<file path="src/rtl/tinyalu_pkg.sv">
// Shared TinyALU types: ALU opcodes, arbiter FSM states and opcode classification.
package tinyalu_pkg;

  typedef enum logic [2:0] {
    no_op  = 3'b000,
    add_op = 3'b001,
    and_op = 3'b010,
    xor_op = 3'b011,
    mul_op = 3'b100,
    rst_op = 3'b111
  } operation_t;

  typedef enum logic [2:0] {
    IDLE,
    ISSUE,
    NOOP,
    RECOVER,
    RESP
  } arb_state_t;

  // Ops that make the ALU compute and raise done; no_op and rst_op do not.
  function automatic logic is_alu_op(operation_t op);
    return (op == add_op) || (op == and_op) || (op == xor_op) || (op == mul_op);
  endfunction

endpackage

</file>
<file path="src/rtl/tinyalu_rr_pick.sv">
// Round-robin picker: first requesting index after last_grant, wrapping modulo NUM_REQ.
module tinyalu_rr_pick #(
  parameter int NUM_REQ = 4,
  parameter int IDX_W   = (NUM_REQ > 1) ? $clog2(NUM_REQ) : 1
) (
  input  logic [NUM_REQ-1:0] req,
  input  logic [IDX_W-1:0]   last_grant,
  output logic [NUM_REQ-1:0] grant,
  output logic [IDX_W-1:0]   idx
);

  logic found;
  int   cand;

  always_comb begin
    grant = '0;
    idx   = '0;
    found = 1'b0;
    cand  = 0;
    for (int off = 1; off <= NUM_REQ; off++) begin
      cand = int'(last_grant) + off;
      if (cand >= NUM_REQ) cand = cand - NUM_REQ;
      if (!found && req[cand]) begin
        found       = 1'b1;
        grant[cand] = 1'b1;
        idx         = IDX_W'(cand);
      end
    end
  end

endmodule

</file>
<file path="src/rtl/tinyalu_arbiter.sv">
// Round-robin front end sharing one TinyALU among NUM_REQ requesters; sole driver of the ALU pins.
module tinyalu_arbiter
  import tinyalu_pkg::*;
#(
  parameter int NUM_REQ = 4,
  parameter int TIMEOUT = 15
) (
  input  logic                 clk,
  input  logic                 reset_n,
  input  logic [NUM_REQ-1:0]   req_valid,
  output logic [NUM_REQ-1:0]   req_ready,
  input  logic [8*NUM_REQ-1:0] req_A,
  input  logic [8*NUM_REQ-1:0] req_B,
  input  logic [3*NUM_REQ-1:0] req_op,
  output logic [NUM_REQ-1:0]   rsp_valid,
  output logic [15:0]          rsp_result,
  output logic                 rsp_error,
  output logic [7:0]           alu_A,
  output logic [7:0]           alu_B,
  output logic [2:0]           alu_op,
  output logic                 alu_start,
  output logic                 alu_reset_n,
  input  logic                 alu_done,
  input  logic [15:0]          alu_result
);

  localparam int IDX_W = (NUM_REQ > 1) ? $clog2(NUM_REQ) : 1;
  localparam int CNT_W = $clog2(TIMEOUT + 1);

  arb_state_t           state_q, state_d;
  logic [CNT_W-1:0]     cnt_q, cnt_d;
  logic                 rcnt_q, rcnt_d;
  logic [IDX_W-1:0]     last_grant_q, last_grant_d;
  logic [IDX_W-1:0]     owner_q, owner_d;
  logic [15:0]          result_q, result_d;
  logic                 error_q, error_d;

  logic [NUM_REQ-1:0]   req_ready_d, rsp_valid_d;
  logic [15:0]          rsp_result_d;
  logic                 rsp_error_d;
  logic [7:0]           alu_A_d, alu_B_d;
  logic [2:0]           alu_op_d;
  logic                 alu_start_d, alu_reset_n_d;

  logic [NUM_REQ-1:0]   pick_grant;
  logic [IDX_W-1:0]     pick_idx;
  logic [7:0]           sel_a, sel_b;
  logic [2:0]           sel_op;
  operation_t           op_sel;

  tinyalu_rr_pick #(
    .NUM_REQ (NUM_REQ),
    .IDX_W   (IDX_W)
  ) u_pick (
    .req        (req_valid),
    .last_grant (last_grant_q),
    .grant      (pick_grant),
    .idx        (pick_idx)
  );

  // Operand mux keyed by the one-hot grant.
  always_comb begin
    sel_a  = '0;
    sel_b  = '0;
    sel_op = '0;
    for (int i = 0; i < NUM_REQ; i++) begin
      if (pick_grant[i]) begin
        sel_a  = req_A[8*i +: 8];
        sel_b  = req_B[8*i +: 8];
        sel_op = req_op[3*i +: 3];
      end
    end
  end

  assign op_sel = operation_t'(sel_op);

  always_comb begin
    state_d       = state_q;
    cnt_d         = cnt_q;
    rcnt_d        = rcnt_q;
    last_grant_d  = last_grant_q;
    owner_d       = owner_q;
    result_d      = result_q;
    error_d       = error_q;
    req_ready_d   = '0;
    rsp_valid_d   = '0;
    rsp_result_d  = '0;
    rsp_error_d   = 1'b0;
    alu_A_d       = alu_A;
    alu_B_d       = alu_B;
    alu_op_d      = alu_op;
    alu_start_d   = alu_start;
    alu_reset_n_d = 1'b1;

    unique case (state_q)
      IDLE: begin
        if (|req_valid) begin
          req_ready_d  = pick_grant;
          last_grant_d = pick_idx;
          owner_d      = pick_idx;
          cnt_d        = '0;
          if (is_alu_op(op_sel) || op_sel == no_op) begin
            alu_A_d     = sel_a;
            alu_B_d     = sel_b;
            alu_op_d    = sel_op;
            alu_start_d = 1'b1;
            state_d     = (op_sel == no_op) ? NOOP : ISSUE;
          end else begin
            // rst_op and undefined codes are answered without touching the ALU.
            result_d = '0;
            error_d  = 1'b1;
            state_d  = RESP;
          end
        end
      end
      ISSUE: begin
        if (alu_done) begin
          alu_start_d = 1'b0;
          result_d    = alu_result;
          error_d     = 1'b0;
          state_d     = RESP;
        end else if (cnt_q == CNT_W'(TIMEOUT - 1)) begin
          alu_start_d   = 1'b0;
          alu_reset_n_d = 1'b0;
          rcnt_d        = 1'b0;
          result_d      = '0;
          error_d       = 1'b1;
          state_d       = RECOVER;
        end else begin
          cnt_d = cnt_q + CNT_W'(1);
        end
      end
      NOOP: begin
        alu_start_d = 1'b0;
        result_d    = '0;
        error_d     = 1'b0;
        state_d     = RESP;
      end
      RECOVER: begin
        // Second low cycle of the ALU reset, then report the abort.
        if (!rcnt_q) begin
          alu_reset_n_d = 1'b0;
          rcnt_d        = 1'b1;
        end else begin
          state_d = RESP;
        end
      end
      RESP: begin
        rsp_valid_d[owner_q] = 1'b1;
        rsp_result_d         = result_q;
        rsp_error_d          = error_q;
        state_d              = IDLE;
      end
      default: state_d = IDLE;
    endcase
  end

  always_ff @(posedge clk) begin
    if (!reset_n) begin
      state_q      <= IDLE;
      cnt_q        <= '0;
      rcnt_q       <= 1'b0;
      last_grant_q <= IDX_W'(NUM_REQ - 1);
      owner_q      <= '0;
      req_ready    <= '0;
      rsp_valid    <= '0;
      rsp_result   <= '0;
      rsp_error    <= 1'b0;
      alu_A        <= '0;
      alu_B        <= '0;
      alu_op       <= '0;
      alu_start    <= 1'b0;
      alu_reset_n  <= 1'b0;
    end else begin
      state_q      <= state_d;
      cnt_q        <= cnt_d;
      rcnt_q       <= rcnt_d;
      last_grant_q <= last_grant_d;
      owner_q      <= owner_d;
      req_ready    <= req_ready_d;
      rsp_valid    <= rsp_valid_d;
      rsp_result   <= rsp_result_d;
      rsp_error    <= rsp_error_d;
      alu_A        <= alu_A_d;
      alu_B        <= alu_B_d;
      alu_op       <= alu_op_d;
      alu_start    <= alu_start_d;
      alu_reset_n  <= alu_reset_n_d;
    end
  end

  // Result payload only; no reset needed.
  always_ff @(posedge clk) begin
    result_q <= result_d;
    error_q  <= error_d;
  end

endmodule

</file>
<file path="config.mk">
export PLATFORM = sky130hd
export DESIGN_NAME = tinyalu_arbiter
export DESIGN_NICKNAME = d
export VERILOG_FILES = /design/src/rtl/tinyalu_pkg.sv /design/src/rtl/tinyalu_rr_pick.sv /design/src/rtl/tinyalu_arbiter.sv
export SDC_FILE = /design/constraint.sdc
export NUM_CORES = 1
export LEC_CHECK = 0
export BUFFER_PORTS_ARGS = -buffer_cell sky130_fd_sc_hd__buf_4
export CORE_MARGIN = 2
export CORE_UTILIZATION = 45
export CTS_CLUSTER_DIAMETER = 150
export DETAILED_ROUTE_END_ITERATION = 10
export PLACE_DENSITY = 0.74
export REMOVE_ABC_BUFFERS = 1
export SYNTH_ARGS = -nofsm -noshare
export SYNTH_HDL_FRONTEND = slang
export SYNTH_SLANG_ARGS = --single-unit
</file>
<file path="constraint.sdc">
create_clock -name clk -period 10 [get_ports clk]
set_clock_uncertainty 0.15 [all_clocks]
set_input_delay 2 -clock clk [delete_from_list [all_inputs] [get_ports clk]]
set_output_delay 2 -clock clk [all_outputs]
set_load 0.01 [all_outputs]
</file>
Yosys cells after proc, flatten, opt, wreduce, memory -nomap -nowiden

Index checks and enable logic that the tools add are counted.

Word-level logic and storage cells: 170
Bits of input ports: 99
Bits in registers: 75
Output and inout bits: 46

Multiplexer cells: 81
Reduce and logical (&&, ||, !) cells: 30
Bitwise operators: 3
Add/sub/neg operators: 9
Eq/ne operators: 17
$lt $le $gt $ge: 14

Operators by type and width:

| cell                                                                          | count |
|---|---|
| 32-bit by 1-bit >= comparator with 1-bit output, second input constant        | 4 |
| 32-bit by 4-bit >= comparator with 1-bit output, second input constant        | 4 |
| 32-bit by 4-bit less-than comparator with 1-bit output, second input constant | 4 |
| 32-bit two-way mux                                                            | 4 |
| 32-bit by 4-bit subtractor with 32-bit output, second input constant          | 4 |
| 16-bit two-way mux                                                            | 4 |
| 8-bit two-way mux                                                             | 8 |
| 16-bit one-hot mux with 3 select lines                                        | 1 |
| 1-bit two-way mux                                                             | 28 |
| 4-bit two-way mux                                                             | 7 |
| 3-bit two-way mux                                                             | 9 |
| 2-bit inequality test, second input constant                                  | 7 |
| 3-bit by 2-bit == test with 1-bit output, second input constant               | 4 |
| 4-bit bitwise OR                                                              | 3 |
| 3-bit one-hot mux with 4 select lines                                         | 1 |
| 3-bit AND reduction                                                           | 4 |
| 4-bit AND reduction                                                           | 3 |
| 1-bit demux with 2-bit select                                                 | 5 |
| 2-bit two-way mux                                                             | 5 |
| 1-bit binary-select mux with 2-bit select                                     | 4 |
| 1-bit logical AND                                                             | 8 |
| 4-bit one-hot mux with 2 select lines                                         | 1 |
| 2-bit by 2-bit adder with 3-bit output, second input constant                 | 2 |
| 3-bit by 1-bit == test with 1-bit output, second input constant               | 2 |
| 17 further kinds                                                              | 28 |

Logic depth before layout (Yosys ltp)

Depth after elaboration: 28
Gate-level depth with buffers: 16
Mapped depth without buffers: 11

Modules after synthesis

Synthesis repeated with hierarchy kept, for this count alone.

Cells, all modules: 388
Area, all modules: 3776.1 um2

By module, submodules not included:

| module          | area each (um2) | instances | cells each | seq. area each (um2) |
|---|---|---|---|---|
| tinyalu_arbiter | 3333.2          | 1         | 345        | 1671.6 |
| tinyalu_rr_pick | 442.9           | 1         | 43         | 0.0 |

Least setup slack after synthesis

Ideal clock, no wire load.

Path kind: in2reg
From: in req_valid[2]
To: reg error_q, enable pin
Cell stages on the path: 10
Path buffers: 2
Data required time: 9.453 ns
Setup slack: 4.392 ns
Arrival: 5.061 ns
Library setup time: 0.397 ns
Cell sequence: buf_4 > or3b_1 > or4_4 > a31oi_2 > or2_2 > a211oi_1 > a221oi_2 > o21ai_4 > clkbuf_1 > a21oi_1

Word-level cells in the longest chain between the ends: 24
Elaborated cells on any way between the ends: 45
Classes of those cells: eq/ne (6); mux (23); bitwise (3); reduce/logical (13)

Ends and longest elaborated chain:

| item                                                                                                        | RTL line               | source |
|---|---|---|
| start, declared                                                                                             | tinyalu_arbiter.sv:10  | `input logic [NUM_REQ-1:0] req_valid,` |
| 1-bit binary-select mux with 2-bit select                                                                   | tinyalu_rr_pick.sv:23  | `if (!found && req[cand]) begin` |
| 1-bit two-way mux (not written as such) (2 in a row)                                                        | tinyalu_rr_pick.sv:23  |  |
| 1-bit two-way mux                                                                                           | tinyalu_rr_pick.sv:23  |  |
| 1-bit zero test                                                                                             | tinyalu_rr_pick.sv:23  |  |
| 1-bit logical AND                                                                                           | tinyalu_rr_pick.sv:23  |  |
| 1-bit two-way mux                                                                                           | tinyalu_rr_pick.sv:23  |  |
| 1-bit zero test                                                                                             | tinyalu_rr_pick.sv:23  |  |
| 1-bit logical AND                                                                                           | tinyalu_rr_pick.sv:23  |  |
| [2 not listed]                                                                                              | --                     |  |
| 1-bit logical AND                                                                                           | tinyalu_rr_pick.sv:23  |  |
| 4-bit two-way mux                                                                                           | tinyalu_rr_pick.sv:23  |  |
| 3-bit two-way mux (4 in a row)                                                                              | tinyalu_arbiter.sv:67  | `if (pick_grant[i]) begin` |
| 3-bit by 1-bit == test with 1-bit output / 3-bit by 2-bit == test with 1-bit output (equally long branches) | tinyalu_pkg.sv:23      | `return (op == add_op) \|\| (op == and_op) \|\| (op == xor_op) \|\| (op == mul_op);` |
| 1-bit logical OR (3 in a row)                                                                               | tinyalu_pkg.sv:23      |  |
| 1-bit logical OR                                                                                            | tinyalu_arbiter.sv:102 | `if (is_alu_op(op_sel) \|\| op_sel == no_op) begin` |
| 2-bit inequality test (no source line)                                                                      | --                     |  |
| 4-bit AND reduction (no source line) *                                                                      | --                     |  |
| end signal, assigned                                                                                        | tinyalu_arbiter.sv:195 | `error_q <= error_d;` |
| end, declared                                                                                               | tinyalu_arbiter.sv:36  | `logic error_q, error_d;` |

Every way passes the cells marked *; elsewhere a longest branch is shown, timed or not. The select of a mux whose other input is x is not followed.
A chain may end at the register's enable or synchronous reset.

Worst setup path in the final report

From: in req_valid[3]
To: reg result_q[1], enable pin

Word-level cells in the longest chain between the ends: 24
Elaborated cells on any way between the ends: 45
Classes of those cells: eq/ne (6); mux (23); bitwise (3); reduce/logical (13)

Ends and longest elaborated chain:

| item                                                                                                        | RTL line               | source |
|---|---|---|
| 1-bit binary-select mux with 2-bit select                                                                   | tinyalu_rr_pick.sv:23  |  |
| 1-bit two-way mux (not written as such) (2 in a row)                                                        | tinyalu_rr_pick.sv:23  |  |
| 1-bit two-way mux                                                                                           | tinyalu_rr_pick.sv:23  |  |
| 1-bit zero test                                                                                             | tinyalu_rr_pick.sv:23  |  |
| 1-bit logical AND                                                                                           | tinyalu_rr_pick.sv:23  |  |
| 1-bit two-way mux                                                                                           | tinyalu_rr_pick.sv:23  |  |
| 1-bit zero test                                                                                             | tinyalu_rr_pick.sv:23  |  |
| 1-bit logical AND                                                                                           | tinyalu_rr_pick.sv:23  |  |
| [2 not listed]                                                                                              | --                     |  |
| 1-bit logical AND                                                                                           | tinyalu_rr_pick.sv:23  |  |
| 4-bit two-way mux                                                                                           | tinyalu_rr_pick.sv:23  |  |
| 3-bit two-way mux (4 in a row)                                                                              | tinyalu_arbiter.sv:67  |  |
| 3-bit by 1-bit == test with 1-bit output / 3-bit by 2-bit == test with 1-bit output (equally long branches) | tinyalu_pkg.sv:23      |  |
| 1-bit logical OR (3 in a row)                                                                               | tinyalu_pkg.sv:23      |  |
| 1-bit logical OR                                                                                            | tinyalu_arbiter.sv:102 |  |
| 2-bit inequality test (no source line)                                                                      | --                     |  |
| 4-bit AND reduction (no source line) *                                                                      | --                     |  |
| end signal, assigned                                                                                        | tinyalu_arbiter.sv:194 | `result_q <= result_d;` |
| end, declared                                                                                               | tinyalu_arbiter.sv:35  | `logic [15:0] result_q, result_d;` |

Marked as above.

==> impl_metrics.ini <==
[outcome]
status = finished, final reports clean

[pwr]
p_sw_uw = 630
power_frac_comb_pct = 53.0
internal-power_uw = 840
p_leak_nw = 2.38
sw_frac_of_total_pct = 42.9
pwr-share-seq_pct = 31.9
finalPower_mw = 1.47
peakVddDrop_uv = 153
clkPwrFrac_pct = 15.1
power_density_nw_per_um2 = 288

[place]
pre_cts_ws_ns = 4.03
io_buffers = 144
dpl.cell_count = 634
place_congestion = 0.851
dp_hpwl_mm = 7.08
postPlaceCellArea_um2 = 4920

[logic_synthesis]
synth.distinct_cells = 57
synth_area_per_cell_um2 = 9.28
ys_seq_elements = 75
synth_edf_count = 17
yosysWarnings = 0
synthArstFlopShare_pct = 0
synth-main-ff-cell = dfxtp_1
syn_area_um2 = 3810
yosysSeqAreaShare_pct = 43.8
synthCells = 411

[grt]
overflow = 0
gr-usage-all-layers_pct = 21.4
first_global_vias = 3274
antenna_found_initial = 0
grt_pass1_wl_mm = 15.3
grt_max_degree = 38

[finish]
area_growth_pct = 34.0
final_cell_mix = 147 x buf_4, 58 x dfxtp_1, 48 x nor2_1
layout.cells.non_filler = 650
final_common_cell = buf_4
stdcell_area_um2 = 5110
nets = 649
multi_input_area_um2 = 1980
finalCoreUtilization_pct = 62.2
regArea_um2 = 1670
fill_cells = 714
drive_gt1_share_pct = 33.8
n_antenna_cell = 0

[drt]
dr.pass1.iters = 5
initialDrtViolationCount = 137
ant_nets = 0
totalWireLength_mm = 9.51
drc_errors = 0
wire_per_inst_um = 14.6
post_drt_via_cell_ratio = 5.37
vias = 3490

[floorplan]
die_area_um2 = 9220
start_util_pct = 46.4
io-pin-count = 145
rows = 33
die_w_um = 96.0
die_h_um = 96.0
coreArea_um2 = 8220

[critical_path]
reg2reg_depth = 9
required_ns = 9.82
cp-startpoint = req_valid[3]
worstSetupStartpointType = primary input
r2r-end = result_q[1]
rr_startpoint = last_grant_q[0]
r2r_slack_ns = 5.10
worstPathMaxFanout = 19
end_kind = flip-flop
cp.arrival_ns = 5.42
worstSetupPathType = primary input to flip-flop
worstSetupEndpoint = result_q[1]

[timing]
grt_setup_unrepaired = no
tns_ns = 0
period_share_pct = 56.0
drv_slew = 0
clock.fmax_ghz = 0.179
tightest_slew_ns = 1.05
relSlewSlack_pct = 29.4
hold_viol = 0
fin_ws_ns = 4.40
setup_viol = 0
min_period_ns = 5.60
fin_hold_ws_ns = 0.290

[hold_path]
hold_path_class = flip-flop to flip-flop
hold_start = result_q[15]

[clock_tree]
cts_root_buf = clkbuf_8
cts_tree = built
postCtsSetupBuffers = 0
cts_buffers = 9
h-tree-depth = 3
clock-sinks = 75
clk_pin_slew_ns = 0.09
cts_hold_buffers = 0
clk_latency_ns = 0.35
cts_buffer_depth = 2
post_cts_resize_count = 0

[flow_run]
cap_violations = 0
cell usage after synthesis, types with 2 or more instances:
library cell	number	share of area, %
nor2_1	48	4.7
nand2b_1	5	0.82
a221oi_2	4	1.6
or2_2	2	0.33
nor3_1	3	0.39
nand2_1	39	3.8
dfxtp_1	58	30
o21ai_1	5	0.66
a211oi_1	5	0.98
or3b_1	2	0.46
inv_1	8	0.79
a21oi_1	27	3.5
buf_2	2	0.26
mux4_2	3	1.8
a221oi_1	18	4.1
buf_6	4	1.2
nand3b_1	3	0.59
and3_1	3	0.49
xor2_1	4	0.92
o211ai_1	2	0.39
buf_4	3	0.59
nor4_1	2	0.33
a2111oi_0	2	0.46
nand3_1	20	2.6
nor2b_1	3	0.49
edfxtp_1	17	13
clkbuf_1	18	1.8
nor3b_1	3	0.59
ha_1	10	3.3
buf_1	2	0.20
o21ai_0	8	1.1
nand4_1	2	0.33
o211a_1	18	4.7
and2_1	35	5.7
state kept, by name, summed over array words and instances, names as in the netlist:
name / flops
result_q: 16
cnt_q: 4
alu_start: 1
rsp_error: 1
alu_B: 8
last_grant_q: 2
state_q: 3
rcnt_q: 1
alu_reset_n: 1
owner_q: 2
alu_op: 3
rsp_result: 16
rsp_valid: 4
error_q: 1
req_ready: 4
alu_A: 8
layer usage:
metal  track usage, %  part of all wire (%)  vias to the layer above
li1                 -                     -                     1742
met5                0                     0                        -
met2             33.3                    47                      147
met3             5.64                   8.1                       14
met4             9.17                   1.9                        0
met1             27.9                    44                     1587
area by class of cell:
class | instances | share of cell area, %
Multi-Input combinational cell | 298 | 38.7
Clock buffer | 9 | 2.42
Clock inverter | 7 | 1.37
Sequential cell | 75 | 32.7
Timing Repair Buffer | 147 | 21.6
Inverter | 9 | 0.661
Tap cell | 105 | 2.57
power by group through the flow:
stage          logic [mW]  clock network [mW]  registers (mW)
2_1_floorplan       0.529                   0           0.483
3_3_place_gp        0.768                   0           0.472
3_5_place_dp        0.780                   0           0.476
4_1_cts             0.783               0.229           0.470
5_1_grt             0.872               0.241           0.481
6_report            0.779               0.223           0.469
how the worst min path moves through the flow:
| stage | to | slack (ns) | cells after the start |
|---|---|---|---|
| 2_1_floorplan | rsp_error | 0.27 | 1 |
| 3_3_place_gp | rsp_result[3] | 0.27 | 1 |
| 3_5_place_dp | rsp_result[9] | 0.28 | 1 |
| 4_1_cts | rsp_result[15] | 0.30 | 1 |
| 5_1_grt | rsp_result[15] | 0.30 | 1 |
| 6_report | rsp_result[15] | 0.29 | 1 |
cells by family (layout without fill, tap and decap cells):
kind of cell / after synthesis / after routing / synth area share, %
compound gates: 105 / 105 / 22.0
simple gates: 175 / 175 / 23.0
fa+ha+maj: 10 / 10 / 3.28
xor+xnor: 4 / 4 / 0.919
buf+inv: 38 / 172 / 4.89
mux: 4 / 4 / 2.03
flops: 75 / 75 / 43.8
worst max-delay path, stage by stage:
cell and delay (ns):
buf_4 0.15, or3b_1 0.35, a2111o_1 0.48, nand3_2 0.17, a221o_1 0.62, a211oi_1 0.12, a221oi_2 0.46, o21ai_4 0.25
a21oi_2 0.79
Note: power is estimated with default switching activity, not from simulation.
